<file path="src/rtl/seq_cla_subtractor_pkg.sv">
// Shared types and constants for the sequential group-lookahead add/subtract unit.
package seq_cla_pkg;

    localparam int unsigned GRP_W = 4;

    typedef enum logic [1:0] {
        StIdle = 2'd0,
        StRun  = 2'd1,
        StDone = 2'd2
    } state_e;

    function automatic int unsigned idx_width(input int unsigned ngrp);
        return (ngrp > 1) ? $clog2(ngrp) : 1;
    endfunction

endpackage

</file>
<file path="src/rtl/seq_cla_subtractor_if.sv">
// Operand/result handshake bundle for seq_cla_subtractor.
interface seq_cla_subtractor_if #(
    parameter int unsigned WIDTH = 32
);
    logic             in_valid_i;
    logic             in_ready_o;
    logic [WIDTH-1:0] a_i;
    logic [WIDTH-1:0] b_i;
    logic             op_sub_i;
    logic             out_valid_o;
    logic             out_ready_i;
    logic [WIDTH-1:0] sum_o;
    logic             cout_o;
    logic             ovf_o;
    logic             zero_o;

    modport master (
        output in_valid_i, a_i, b_i, op_sub_i, out_ready_i,
        input  in_ready_o, out_valid_o, sum_o, cout_o, ovf_o, zero_o
    );

    modport slave (
        input  in_valid_i, a_i, b_i, op_sub_i, out_ready_i,
        output in_ready_o, out_valid_o, sum_o, cout_o, ovf_o, zero_o
    );
endinterface

</file>
<file path="src/rtl/seq_cla_subtractor_cla_group_4bit.sv">
// One 4-bit carry-lookahead group: sum bits, group propagate/generate and carry-out.
module cla_group_4bit
    import seq_cla_pkg::*;
(
    input  logic [GRP_W-1:0] a_i,
    input  logic [GRP_W-1:0] b_i,
    input  logic             cin_i,
    output logic [GRP_W-1:0] sum_o,
    output logic             p_o,
    output logic             g_o,
    output logic             cout_o
);
    logic [GRP_W-1:0] p;
    logic [GRP_W-1:0] g;
    logic [GRP_W-1:0] c;

    always_comb begin
        p    = a_i ^ b_i;
        g    = a_i & b_i;
        c[0] = cin_i;
        c[1] = g[0] | (p[0] & cin_i);
        c[2] = g[1] | (p[1] & g[0]) | (p[1] & p[0] & cin_i);
        c[3] = g[2] | (p[2] & g[1]) | (p[2] & p[1] & g[0]) | (p[2] & p[1] & p[0] & cin_i);
        sum_o  = p ^ c;
        p_o    = &p;
        g_o    = g[3] | (p[3] & g[2]) | (p[3] & p[2] & g[1]) | (p[3] & p[2] & p[1] & g[0]);
        cout_o = g_o | (p_o & cin_i);
    end
endmodule

</file>
<file path="src/rtl/seq_cla_subtractor.sv">
// Multi-cycle add/subtract: one 4-bit lookahead group per cycle, LSB group first,
// with a registered carry linking consecutive groups.
module seq_cla_subtractor
    import seq_cla_pkg::*;
#(
    parameter int unsigned WIDTH = 32
) (
    input logic                 clk_i,
    input logic                 rst_ni,
    seq_cla_subtractor_if.slave bus
);
    localparam int unsigned NGRP = WIDTH / GRP_W;
    localparam int unsigned IDXW = idx_width(NGRP);
    localparam logic [IDXW-1:0] LastIdx = IDXW'(NGRP - 1);

    state_e           state_q, state_d;
    logic [IDXW-1:0]  idx_q, idx_d;
    logic             carry_q, carry_d;
    logic [WIDTH-1:0] a_q, a_d;
    logic [WIDTH-1:0] b_q, b_d;
    logic [WIDTH-1:0] sum_q, sum_d;
    logic             cout_q, cout_d;
    logic             ovf_q, ovf_d;
    logic             zero_q, zero_d;

    logic [GRP_W-1:0] grp_a, grp_b, grp_sum;
    logic             grp_p, grp_g, grp_cout;
    logic             unused_grp_pg;

    assign grp_a = a_q[idx_q*GRP_W +: GRP_W];
    assign grp_b = b_q[idx_q*GRP_W +: GRP_W];

    cla_group_4bit u_group (
        .a_i    (grp_a),
        .b_i    (grp_b),
        .cin_i  (carry_q),
        .sum_o  (grp_sum),
        .p_o    (grp_p),
        .g_o    (grp_g),
        .cout_o (grp_cout)
    );

    // Group P/G are exposed for a future multi-group lookahead; the single group chains via cout.
    assign unused_grp_pg = grp_p ^ grp_g;

    always_comb begin
        state_d = state_q;
        idx_d   = idx_q;
        carry_d = carry_q;
        a_d     = a_q;
        b_d     = b_q;
        sum_d   = sum_q;
        cout_d  = cout_q;
        ovf_d   = ovf_q;
        zero_d  = zero_q;
        unique case (state_q)
            StIdle: begin
                if (bus.in_valid_i) begin
                    // Subtract as A + ~B + 1: invert B here, the +1 enters as carry-in.
                    a_d     = bus.a_i;
                    b_d     = bus.b_i ^ {WIDTH{bus.op_sub_i}};
                    carry_d = bus.op_sub_i;
                    idx_d   = '0;
                    state_d = StRun;
                end
            end
            StRun: begin
                sum_d[idx_q*GRP_W +: GRP_W] = grp_sum;
                carry_d = grp_cout;
                if (idx_q == LastIdx) begin
                    cout_d  = grp_cout;
                    // Carry into the MSB is a^b^s at that bit; XOR with carry-out gives overflow.
                    ovf_d   = grp_a[GRP_W-1] ^ grp_b[GRP_W-1] ^ grp_sum[GRP_W-1] ^ grp_cout;
                    zero_d  = (sum_d == '0);
                    state_d = StDone;
                end else begin
                    idx_d = idx_q + 1'b1;
                end
            end
            StDone: begin
                if (bus.out_ready_i) begin
                    state_d = StIdle;
                end
            end
            default: state_d = StIdle;
        endcase
    end

    always_ff @(posedge clk_i) begin
        if (!rst_ni) begin
            state_q <= StIdle;
            idx_q   <= '0;
            carry_q <= 1'b0;
            a_q     <= '0;
            b_q     <= '0;
            sum_q   <= '0;
            cout_q  <= 1'b0;
            ovf_q   <= 1'b0;
            zero_q  <= 1'b0;
        end else begin
            state_q <= state_d;
            idx_q   <= idx_d;
            carry_q <= carry_d;
            a_q     <= a_d;
            b_q     <= b_d;
            sum_q   <= sum_d;
            cout_q  <= cout_d;
            ovf_q   <= ovf_d;
            zero_q  <= zero_d;
        end
    end

    assign bus.in_ready_o  = (state_q == StIdle);
    assign bus.out_valid_o = (state_q == StDone);
    assign bus.sum_o       = sum_q;
    assign bus.cout_o      = cout_q;
    assign bus.ovf_o       = ovf_q;
    assign bus.zero_o      = zero_q;
endmodule

</file>
<file path="src/flat_wrapper.sv">
// flat-port wrapper written by rule: the top's interface ports become plain ports
module seq_cla_subtractor_flat import seq_cla_pkg::*;
#(
    parameter int unsigned WIDTH = 32
)
  (clk_i, rst_ni, bus_in_valid_i, bus_a_i, bus_b_i, bus_op_sub_i, bus_out_ready_i, bus_in_ready_o, bus_out_valid_o, bus_sum_o, bus_cout_o, bus_ovf_o, bus_zero_o);
  seq_cla_subtractor_if #(.WIDTH(WIDTH)) bus_i ();
  input logic clk_i;
  input logic rst_ni;
  input wire logic [$bits(bus_i.in_valid_i)-1:0] bus_in_valid_i;
  input wire logic [$bits(bus_i.a_i)-1:0] bus_a_i;
  input wire logic [$bits(bus_i.b_i)-1:0] bus_b_i;
  input wire logic [$bits(bus_i.op_sub_i)-1:0] bus_op_sub_i;
  input wire logic [$bits(bus_i.out_ready_i)-1:0] bus_out_ready_i;
  output wire logic [$bits(bus_i.in_ready_o)-1:0] bus_in_ready_o;
  output wire logic [$bits(bus_i.out_valid_o)-1:0] bus_out_valid_o;
  output wire logic [$bits(bus_i.sum_o)-1:0] bus_sum_o;
  output wire logic [$bits(bus_i.cout_o)-1:0] bus_cout_o;
  output wire logic [$bits(bus_i.ovf_o)-1:0] bus_ovf_o;
  output wire logic [$bits(bus_i.zero_o)-1:0] bus_zero_o;
  assign bus_i.in_valid_i = bus_in_valid_i;
  assign bus_i.a_i = bus_a_i;
  assign bus_i.b_i = bus_b_i;
  assign bus_i.op_sub_i = bus_op_sub_i;
  assign bus_i.out_ready_i = bus_out_ready_i;
  assign bus_in_ready_o = bus_i.in_ready_o;
  assign bus_out_valid_o = bus_i.out_valid_o;
  assign bus_sum_o = bus_i.sum_o;
  assign bus_cout_o = bus_i.cout_o;
  assign bus_ovf_o = bus_i.ovf_o;
  assign bus_zero_o = bus_i.zero_o;
  seq_cla_subtractor #(.WIDTH(WIDTH)) u_core (.clk_i(clk_i), .rst_ni(rst_ni), .bus(bus_i));
endmodule
</file>
<file path="config.mk">
export PLATFORM = sky130hd
export DESIGN_NAME = seq_cla_subtractor_flat
export DESIGN_NICKNAME = d
export VERILOG_FILES = /design/src/rtl/seq_cla_subtractor_pkg.sv /design/src/rtl/seq_cla_subtractor_if.sv /design/src/rtl/seq_cla_subtractor_cla_group_4bit.sv /design/src/rtl/seq_cla_subtractor.sv /design/src/flat_wrapper.sv
export SDC_FILE = /design/constraint.sdc
export NUM_CORES = 1
export LEC_CHECK = 0
export BUFFER_PORTS_ARGS = -buffer_cell sky130_fd_sc_hd__buf_2
export CAP_MARGIN = 20
export CORE_MARGIN = 5
export CORE_UTILIZATION = 50
export CTS_CLUSTER_SIZE = 25
export DETAILED_ROUTE_END_ITERATION = 12
export HOLD_SLACK_MARGIN = 0.03
export PLACE_DENSITY_LB_ADDON = 0.12
export SLEW_MARGIN = 20
export SYNTH_ARGS = -nofsm -noshare
export SYNTH_HDL_FRONTEND = slang
export SYNTH_SLANG_ARGS = --single-unit
</file>
<file path="constraint.sdc">
create_clock -name clk_i -period 4.8 [get_ports clk_i]
set_input_delay 0.96 -clock clk_i [delete_from_list [all_inputs] [get_ports clk_i]]
set_output_delay 0.96 -clock clk_i [all_outputs]
set_load 0.01 [all_outputs]
</file>
Word level (Yosys, flattened, before mapping):

Index checks and enable logic that the tools add are counted.

* word-level logic and storage cells: 73
* input bits: 69
* bits in registers: 105

* muxes and demuxes: 10
* bitwise gates (word level): 32
* add/sub/neg operators: 2
* reductions and logical operators: 9
* equal/unequal tests: 7
* shifts and indexed selects: 4

Operators with widths (number)
* 32-bit by 6-bit indexed part select with 4-bit output: 2
* 5-bit negation with 34-bit output: 1
* 4-bit by 34-bit variable shift with 32-bit output, first input constant: 1
* 4-bit by 34-bit indexed part select with 32-bit output: 1
* 32-bit bitwise mux: 1
* 32-bit zero test: 1
* 32-bit XOR: 1
* 1-bit bitwise AND: 15
* 1-bit bitwise OR: 10
* 4-bit XOR: 2
* 2-bit 2-to-1 mux: 3
* 3-bit 2-to-1 mux: 2
* 2-bit != test, second input constant: 3
* 2-bit case mux with 3 select lines: 1
* 3-bit case mux with 2 select lines: 1
* 2-bit AND reduction: 3
* 3-bit AND reduction: 2
* 4-bit bitwise AND: 1
* 4-bit AND reduction: 1
* 3-bit by 1-bit adder with 3-bit output, second input constant: 1
* 3-bit == test, second input constant: 1
* 1-bit XOR: 3
* 2-bit by 1-bit == test with 1-bit output, second input constant: 1
* 2-bit == test, second input constant: 1
* other kinds (5): 5

Longest topological paths before layout:

Gate-level depths: netlist of the first run.

* depth in word-level cells: 10
* mapped depth: 13

Modules after synthesis:

From an unflattened synthesis of the first run, not the netlist that was laid out.

* cells, all modules: 597
* area, all modules: 5519.0 µm²

Modules (own cells, without submodules)
* seq_cla_subtractor: area each 5332.6 µm², instances 1, cells each 575
* cla_group_4bit: area each 186.4 µm², instances 1, cells each 22

Least setup slack after synthesis of the first run:

OpenSTA, ideal clock, no wires.

* path type: reg2reg
* from: register u_core.idx_q[0]
* to: register u_core.zero_q, in the netlist u_core.bus.zero_o
* arrival time: 3.447 ns
* data required time: 4.713 ns
* period minus slack after synthesis: 3.534 ns
* slack: 1.266 ns
* cell stages (with the launch flop): 13
* buffers on the path: 2
* cell sequence: dfxtp_1 -> buf_2 -> buf_2 -> mux4_2 -> nand2_1 -> nand2_1 -> fa_1 -> xnor2_2 -> nor3_1 -> or3b_1 -> a221oi_1 -> nand2_1 -> o31ai_1

* longest elaborated chain between the ends: 10

Ends and longest elaborated chain
* start: declaration: line seq_cla_subtractor.sv:17 `logic [IDXW-1:0] idx_q, idx_d;`
* start signal: assignment: line seq_cla_subtractor.sv:102 `idx_q <= idx_d;`
* 32-bit by 6-bit indexed part select with 4-bit output (on tied branches): line seq_cla_subtractor.sv:30, seq_cla_subtractor.sv:31
* 4-bit XOR or 4-bit bitwise AND (tied branches): line seq_cla_subtractor_cla_group_4bit.sv:18, seq_cla_subtractor_cla_group_4bit.sv:19
* 1-bit bitwise AND: line seq_cla_subtractor_cla_group_4bit.sv:23 `c[3] = g[2] | (p[2] & g[1]) | (p[2] & p[1] & g[0]) | (p[2] & p[1] & p[0] & cin_i);`
* 1-bit bitwise OR or 1-bit bitwise AND (tied branches) (2 in a row): line seq_cla_subtractor_cla_group_4bit.sv:23
* 1-bit bitwise OR: line seq_cla_subtractor_cla_group_4bit.sv:23
* 4-bit XOR: line seq_cla_subtractor_cla_group_4bit.sv:24 `sum_o = p ^ c;`
* 4-bit by 34-bit indexed part select with 32-bit output: line seq_cla_subtractor.sv:68 `sum_d[idx_q*GRP_W +: GRP_W] = grp_sum;`
* 32-bit bitwise mux: line seq_cla_subtractor.sv:68
* 32-bit zero test: line seq_cla_subtractor.sv:74 `zero_d = (sum_d == '0);`
* end signal: assignment: line seq_cla_subtractor.sv:109 `zero_q <= zero_d;`
* end: declaration: line seq_cla_subtractor.sv:24 `logic zero_q, zero_d;`

Parallel ways exist; a longest one is shown, timed or not.
A chain may end at the register's enable or synchronous reset.

Worst setup path after layout of the first run:

Same ends and word-level chain as after synthesis.

==> results of run 1 <==
==> power by group <==
group	total [mW]	internal, mW	switching (mW)
combinational	0.319	0.144	0.175
sequential	0.946	0.913	0.0329
clock	0.609	0.300	0.309
total	1.87	1.36	0.517
==> worst max path at each step <==
stage,startpoint,end,cells past startpoint
global route,u_core.idx_q[0],u_core.bus.zero_o,11
floorplan,u_core.idx_q[0],u_core.bus.zero_o,12
detailed placement,u_core.idx_q[0],u_core.bus.zero_o,11
CTS,u_core.idx_q[0],u_core.bus.zero_o,11
finish,u_core.idx_q[0],u_core.bus.zero_o,11
global placement,u_core.idx_q[0],u_core.bus.zero_o,10
==> flip-flops by register name, summed over array words and instances, names as in the netlist <==
register,count
u_core.carry_q,1
u_core.bus.cout_o,1
u_core.state_q,2
u_core.bus.ovf_o,1
u_core.idx_q,3
u_core.a_q,32
u_core.bus.sum_o,32
u_core.bus.zero_o,1
u_core.b_q,32
==> kinds of logic (layout without fill, tap and decap cells) <==
logic type      after synthesis  count (layout)
buf+inv                      47             131
fa+ha+maj                    10              10
simple gates                247             247
flops                       105             105
compound gates              117             117
mux                          37              37
xor+xnor                     36              36
==> placed cells by master, fill, tap and decap left out, types with 4 or more instances in the layout <==
cell,n
a31oi_1,5
o211a_1,35
ha_1,9
and2_1,7
a21boi_0,40
xnor2_1,33
buf_4,5
clkbuf_8,9
mux4_2,16
a21oi_1,8
mux2i_1,20
nor2b_1,28
buf_2,105
nor3_1,9
nand2_1,151
dfxtp_1,105
nand3_1,7
o21ai_0,8
nand2b_1,5
inv_1,4
nor2_1,18
==> per-layer routing <==
layer  share of wire, %  track usage (%)  routed length (um)  up-vias
li1                   -                -                   -     2230
met5                  0                0                   0        -
met4                2.1             5.85                 274        0
met2                 48             33.4                6250      108
met1                 45             26.6                5780     2107
met3                4.5             3.66                 585       22
==> worst max-delay path, stage by stage, from the launching register on <==
cell      delay [ns]
dfxtp_1         0.80
buf_4           0.26
mux4_2          0.50
nand2_1         0.08
nand2_1         0.08
ha_1            0.38
xnor2_2         0.46
nor3_1          0.18
or3b_1          0.41
a221oi_1        0.31
nand2_1         0.08
o31ai_1         0.25
==> through the flow <==
stage                     util [%]  hold slack, ns  power, mW
after floorplan                  -           0.440       1.19
after global placement        57.0           0.453       1.28
after detailed placement      57.0           0.463       1.29
after CTS                     59.1           0.480       1.88
after global routing          59.1           0.496       1.97
final                         59.1           0.475       1.87
==> layout make-up <==
class,instances,share of cell area (%)
Sequential cell,105,34.1
Inverter,5,0.305
Multi-Input combinational cell,447,50.1
Clock buffer,11,2.13
Tap cell,136,2.76
Clock inverter,5,1.40
Timing Repair Buffer,110,9.14
==> impl_metrics.tcl, run 1 <==
set metrics [dict create \
    fin_area_mm2 0.00616 \
    holdPathStages 2 \
    drc 0 \
    drive_above_1_share_pct 21.8 \
    start_util_pct 51.5 \
    grt_usage_pct 20.0 \
    synth_area_leader_cell "dfxtp_1" \
    placed_area_mm2 0.00594 \
    clk_pin_slew_ns 0.10 \
    required_ns 5.08 \
    pre_cts_slack_ns 0.908 \
    r2r-end "u_core.bus.zero_o" \
    dieArea_mm2 0.0129 \
    cts-root-buf "clkbuf_8" \
    crit_path_start_kind "flop" \
    synth_edf_count 0 \
    ys_top_cells_by_area "dfxtp_1 (39%), nand2_1 (11%), mux4_2 (6.7%)" \
    r2r_start "u_core.idx_q[0]" \
    finClkSkew_ns 0.0112 \
    relSlewSlack_pct 37.6 \
    synth_mux_area_share_pct 10.7 \
    p_leak_nw 2.80 \
    cts_hold_buf 0 \
    nNetsFinal 757 \
    grt_max_degree 106 \
    tns_ns 0 \
    rr_worst_depth 11 \
    synthCells 599 \
    cap_viol_max_count 0 \
    regArea_mm2 0.00210 \
    period_share_pct 81.0 \
    worst-r2r-setup-slack_ns 0.91 \
    design.core.area_mm2 0.0104 \
    synth_top_area_share_pct 39.2 \
    drt-initial-drc-count 237 \
    maxSlewViolCount 0 \
    grt_pass1_wl_mm 21.3 \
    dp_hpwl_mm 9.55 \
    p_per_area_mw_per_mm2 304 \
    place.port_buffers 105 \
    rows 37 \
    synth_fa_ha_area_share_pct 2.47 \
    cts_tree "yes" \
    synth_cell_type_count 54 \
    first_global_vias 4364 \
    cp-end-kind "flop" \
    vdd_ir_drop_max_mv 0.196 \
    die_y_um 114 \
    dp.cells 803 \
    synth_ff_type "dfxtp_1" \
    post_cts_buffers 0 \
    wl_per_cell_um 15.7 \
    insertion_delay_ns 0.36 \
    finalHoldViolCount 0 \
    whs_endpoint "u_core.a_q[13]" \
    ys_seq_elements 105 \
    layoutNonFillerInstCount 819 \
    synthArstFlopShare_pct 0 \
    synth_top_family_by_area "simple AND/OR/NAND/NOR gates" \
    htree_levels 3 \
    netlist_area_mm2 0.00537 \
    worstPathMaxFanout 12 \
    worst_slack_ns 0.912 \
    hold_class "reg2reg" \
    synth_compound_area_share_pct 17.2 \
    syn2layout_area_growth_pct 14.7 \
    antenna_found_initial 0 \
    drtPass1Iterations 5 \
    yosys_warnings 0 \
    finalWirelength_mm 12.9 \
    gp_congestion 0.956 \
    yosys.area_share.xor_xnor_pct 6.01 \
    io_pins 106 \
    cts_buffers 9 \
    synth_most_common_cell "nand2_1" \
    diodes 0 \
    nFillCells 949 \
    via_per_inst 5.45 \
    period_minus_slack_ns 3.89 \
    rsz0062_at_grt "no" \
    status "completed" \
    yosysSeqAreaShare_pct 39.2 \
    numClockSinks 105 \
    fmax_mhz 257 \
    antenna_left 0 \
    dr_total_vias 4467 \
    cts-resized-gates 0 \
    syn_area_per_cell_um2 8.96 \
    setup.worst_path.class "reg2reg" \
    finalSetupViolCount 0 \
    cp.arrival_ns 4.16 \
    syn_nets 678 \
    min_from "u_core.a_q[13]" \
    multi_input_area_mm2 0.00309 \
    die_w_um 114 \
    synthTopCellsByCount "nand2_1 (152), dfxtp_1 (105), a21boi_0 (40)" \
    synth-simple-area-share_pct 21.1 \
    cts_buffer_depth 2 \
    worstMarginPinSlew_ns 0.936 \
    grt.overflow.total 0 \
]
Power figures use the tool's default switching activity.
==> run 2, diff against run 1 <==
--- a/config.mk
+++ b/config.mk
@@ -5,6 +5,7 @@
 export SDC_FILE = /design/constraint.sdc
 export NUM_CORES = 1
 export LEC_CHECK = 0
+export ABC_AREA = 1
 export BUFFER_PORTS_ARGS = -buffer_cell sky130_fd_sc_hd__buf_2
 export CAP_MARGIN = 20
 export CORE_MARGIN = 5
==> constraint.sdc (replaced) <==
create_clock -name clk_i -period 3.58 [get_ports clk_i]
set_input_delay 0.716 -clock clk_i [delete_from_list [all_inputs] [get_ports clk_i]]
set_output_delay 0.716 -clock clk_i [all_outputs]
set_load 0.01 [all_outputs]
==> impl_metrics.tcl, run 2 <==
set metrics [dict create \
    cap_viol_max_count 0 \
    pwr-share-seq_pct 44.9 \
    critPathMostFrequentCell "nor2_1" \
    synth_cell_type_count 30 \
    p_leak_nw 2.97 \
    finalWirelength_mm 14.9 \
    finClkSkew_ns 0.00940 \
    gp_congestion 0.910 \
    cts_hold_buf 0 \
    rows 38 \
    final_cell_mix "nor2_1 (147), nand2_1 (119), buf_2 (105), dfxtp_1 (105), o21ai_0 (102)" \
    drive_above_1_share_pct 17.0 \
    grt.overflow.total 0 \
    htree_levels 3 \
    syn_nets 867 \
    nNetsFinal 941 \
    drc 0 \
    yosysSeqAreaShare_pct 38.7 \
    syn2layout_area_growth_pct 15.3 \
    grt_usage_pct 23.1 \
    maxSlewViolCount 0 \
    grt_pass1_wl_mm 23.7 \
    dp.cells 991 \
    p_per_area_mw_per_mm2 475 \
    synthCells 788 \
    grt_use_met2_pct 30.1 \
    finalSetupViolCount 0 \
    syn_area_per_cell_um2 6.90 \
    tns_ns 0 \
    synthArstFlopShare_pct 0 \
    use_met3_pct 4.65 \
    p_int_mw 2.01 \
    cts-root-buf "clkbuf_8" \
    crit_path_start_kind "flop" \
    synth_top_area_share_pct 38.7 \
    worstMarginPinSlew_ns 0.949 \
    clkPwrFrac_pct 29.8 \
    cts_buffer_depth 2 \
    period_minus_slack_ns 3.24 \
    netlist_area_mm2 0.00544 \
    cts_tree "yes" \
    design.core.area_mm2 0.0107 \
    synth_area_leader_cell "dfxtp_1" \
    worstPathMaxFanout 40 \
    diodes 0 \
    dieArea_mm2 0.0131 \
    numClockSinks 105 \
    dp_hpwl_mm 11.0 \
    synth_most_common_cell "nor2_1" \
    drtPass1Iterations 5 \
    clk_pin_slew_ns 0.10 \
    first_global_vias 4620 \
    synth_edf_count 0 \
    mostFrequentLayoutCell "nor2_1" \
    layoutNonFillerInstCount 1007 \
    path_delay_family "simple AND/OR/NAND/NOR gates" \
    setup.worst_path.class "reg2reg" \
    busiest_layer "met1" \
    rsz0062_at_grt "no" \
    hold_class "reg2reg" \
    via_per_inst 5.28 \
    grt_max_degree 77 \
    synthTopCellsByCount "nor2_1 (148), nand2_1 (119), dfxtp_1 (105)" \
    p_comb_share_pct 25.3 \
    crit_buf_inv 2 \
    wl_per_cell_um 14.8 \
    dr_total_vias 5314 \
    place.port_buffers 105 \
    fmax_mhz 309 \
    antenna_found_initial 0 \
    slowest_stage "fa_1" \
    cts_buffers 9 \
    start_util_pct 50.6 \
    period_share_pct 90.4 \
    relSlewSlack_pct 36.7 \
    die_y_um 114 \
    ys_seq_elements 105 \
    cp-end-kind "flop" \
    insertion_delay_ns 0.39 \
    ys_top_cells_by_area "dfxtp_1 (39%), nor2_1 (10%), o21ai_0 (9.4%)" \
    grt_util_met1_pct 37.5 \
    io_pins 106 \
    status "completed" \
    yosys_warnings 0 \
    cp.arrival_ns 3.56 \
    p_sw_share_pct 32.3 \
    finalHoldViolCount 0 \
    drt-initial-drc-count 440 \
    critPathMaxStageDelay_ns 0.52 \
    synth_ff_type "dfxtp_1" \
    crit_chain "buf_6, a21oi_1, o21ai_0, nand2_1, nor2_1, a31oi_1, fa_1, nand2_1, nor2_1, inv_1, nand2_1, nand2_1, nand3_1, nor2_1, nand2_1, nor2_1, nand3_1, nor2_1, nor2_1, nor2_1" \
    vdd_ir_drop_max_mv 0.242 \
    die_w_um 114 \
    power_switching_mw 0.961 \
    antenna_left 0 \
    required_ns 3.90 \
]
## run 2: through the flow
step	utilization [%]	instance area, um2	power [mW]	setup slack (ns)	hold WS, ns
after floorplan	-	5440	1.88	0.646	0.430
after detailed placement	55.9	6010	2.11	0.280	0.453
after global placement	55.9	6010	2.10	0.322	0.447
after global routing	58.3	6270	3.15	0.0915	0.484
final	58.3	6270	2.98	0.343	0.461
after CTS	58.2	6260	2.98	0.257	0.466
## run 2: path summary, 6_finish.rpt
kind	startpoint	depth (start not counted)	slack (ns)	end
min	u_core.b_q[27]	2	0.46	u_core.b_q[27]
max reg2reg	u_core.idx_q[0]	20	0.34	u_core.bus.zero_o
min reg2reg	u_core.b_q[27]	2	0.46	u_core.b_q[27]
max	u_core.idx_q[0]	20	0.34	u_core.bus.zero_o
## run 2: layer usage
metal	share of wire, %	vias up	wire length, um
met3	7.4	14	1100
met5	0	-	0
met1	52	2398	7830
li1	-	2729	-
met4	1.5	0	220
met2	39	173	5770
## run 2: power groups by stage
stage | Sequential (mW) | Clock (mW) | Combinational [mW]
after floorplan | 1.35 | 0 | 0.523
after global placement | 1.36 | 0 | 0.735
after detailed placement | 1.36 | 0 | 0.744
after CTS | 1.34 | 0.901 | 0.747
after global routing | 1.35 | 0.949 | 0.848
final | 1.34 | 0.887 | 0.752
## run 2: cell families (layout without fill, tap and decap cells)
logic type               Yosys count  after routing  share of synthesized area, %
AND/OR/NAND/NOR                  319            319                          24.3
AO/OA/AOI/OAI                    202            202                          20.9
buffers and inverters            120            199                          8.59
flip-flops                       105            105                          38.7
XOR/XNOR                          32             32                          5.16
adder cells (fa/ha/maj)           10             10                          2.44
## run 2: timing repair
item / CTS / global route
setup endpoints to repair: 0 / 1
buffers inserted: 0 / 0
resized for setup: 0 / 2
## run 2: worst min-delay path: stages, from the launching register on
cell and delay [ns]:
dfxtp_1 0.31, inv_1 0.06, a21oi_1 0.06
## run 2: area by class of cell
| type | instances | area (um2) |
|---|---|---|
| clock buffer | 13 | 179 |
| clock inverter | 3 | 68.8 |
| fill | 1109 | 4480 |
| inverter | 71 | 267 |
| multi-input combinational | 563 | 2880 |
| sequential | 105 | 2100 |
| tap | 140 | 175 |
| timing repair buffer | 112 | 594 |
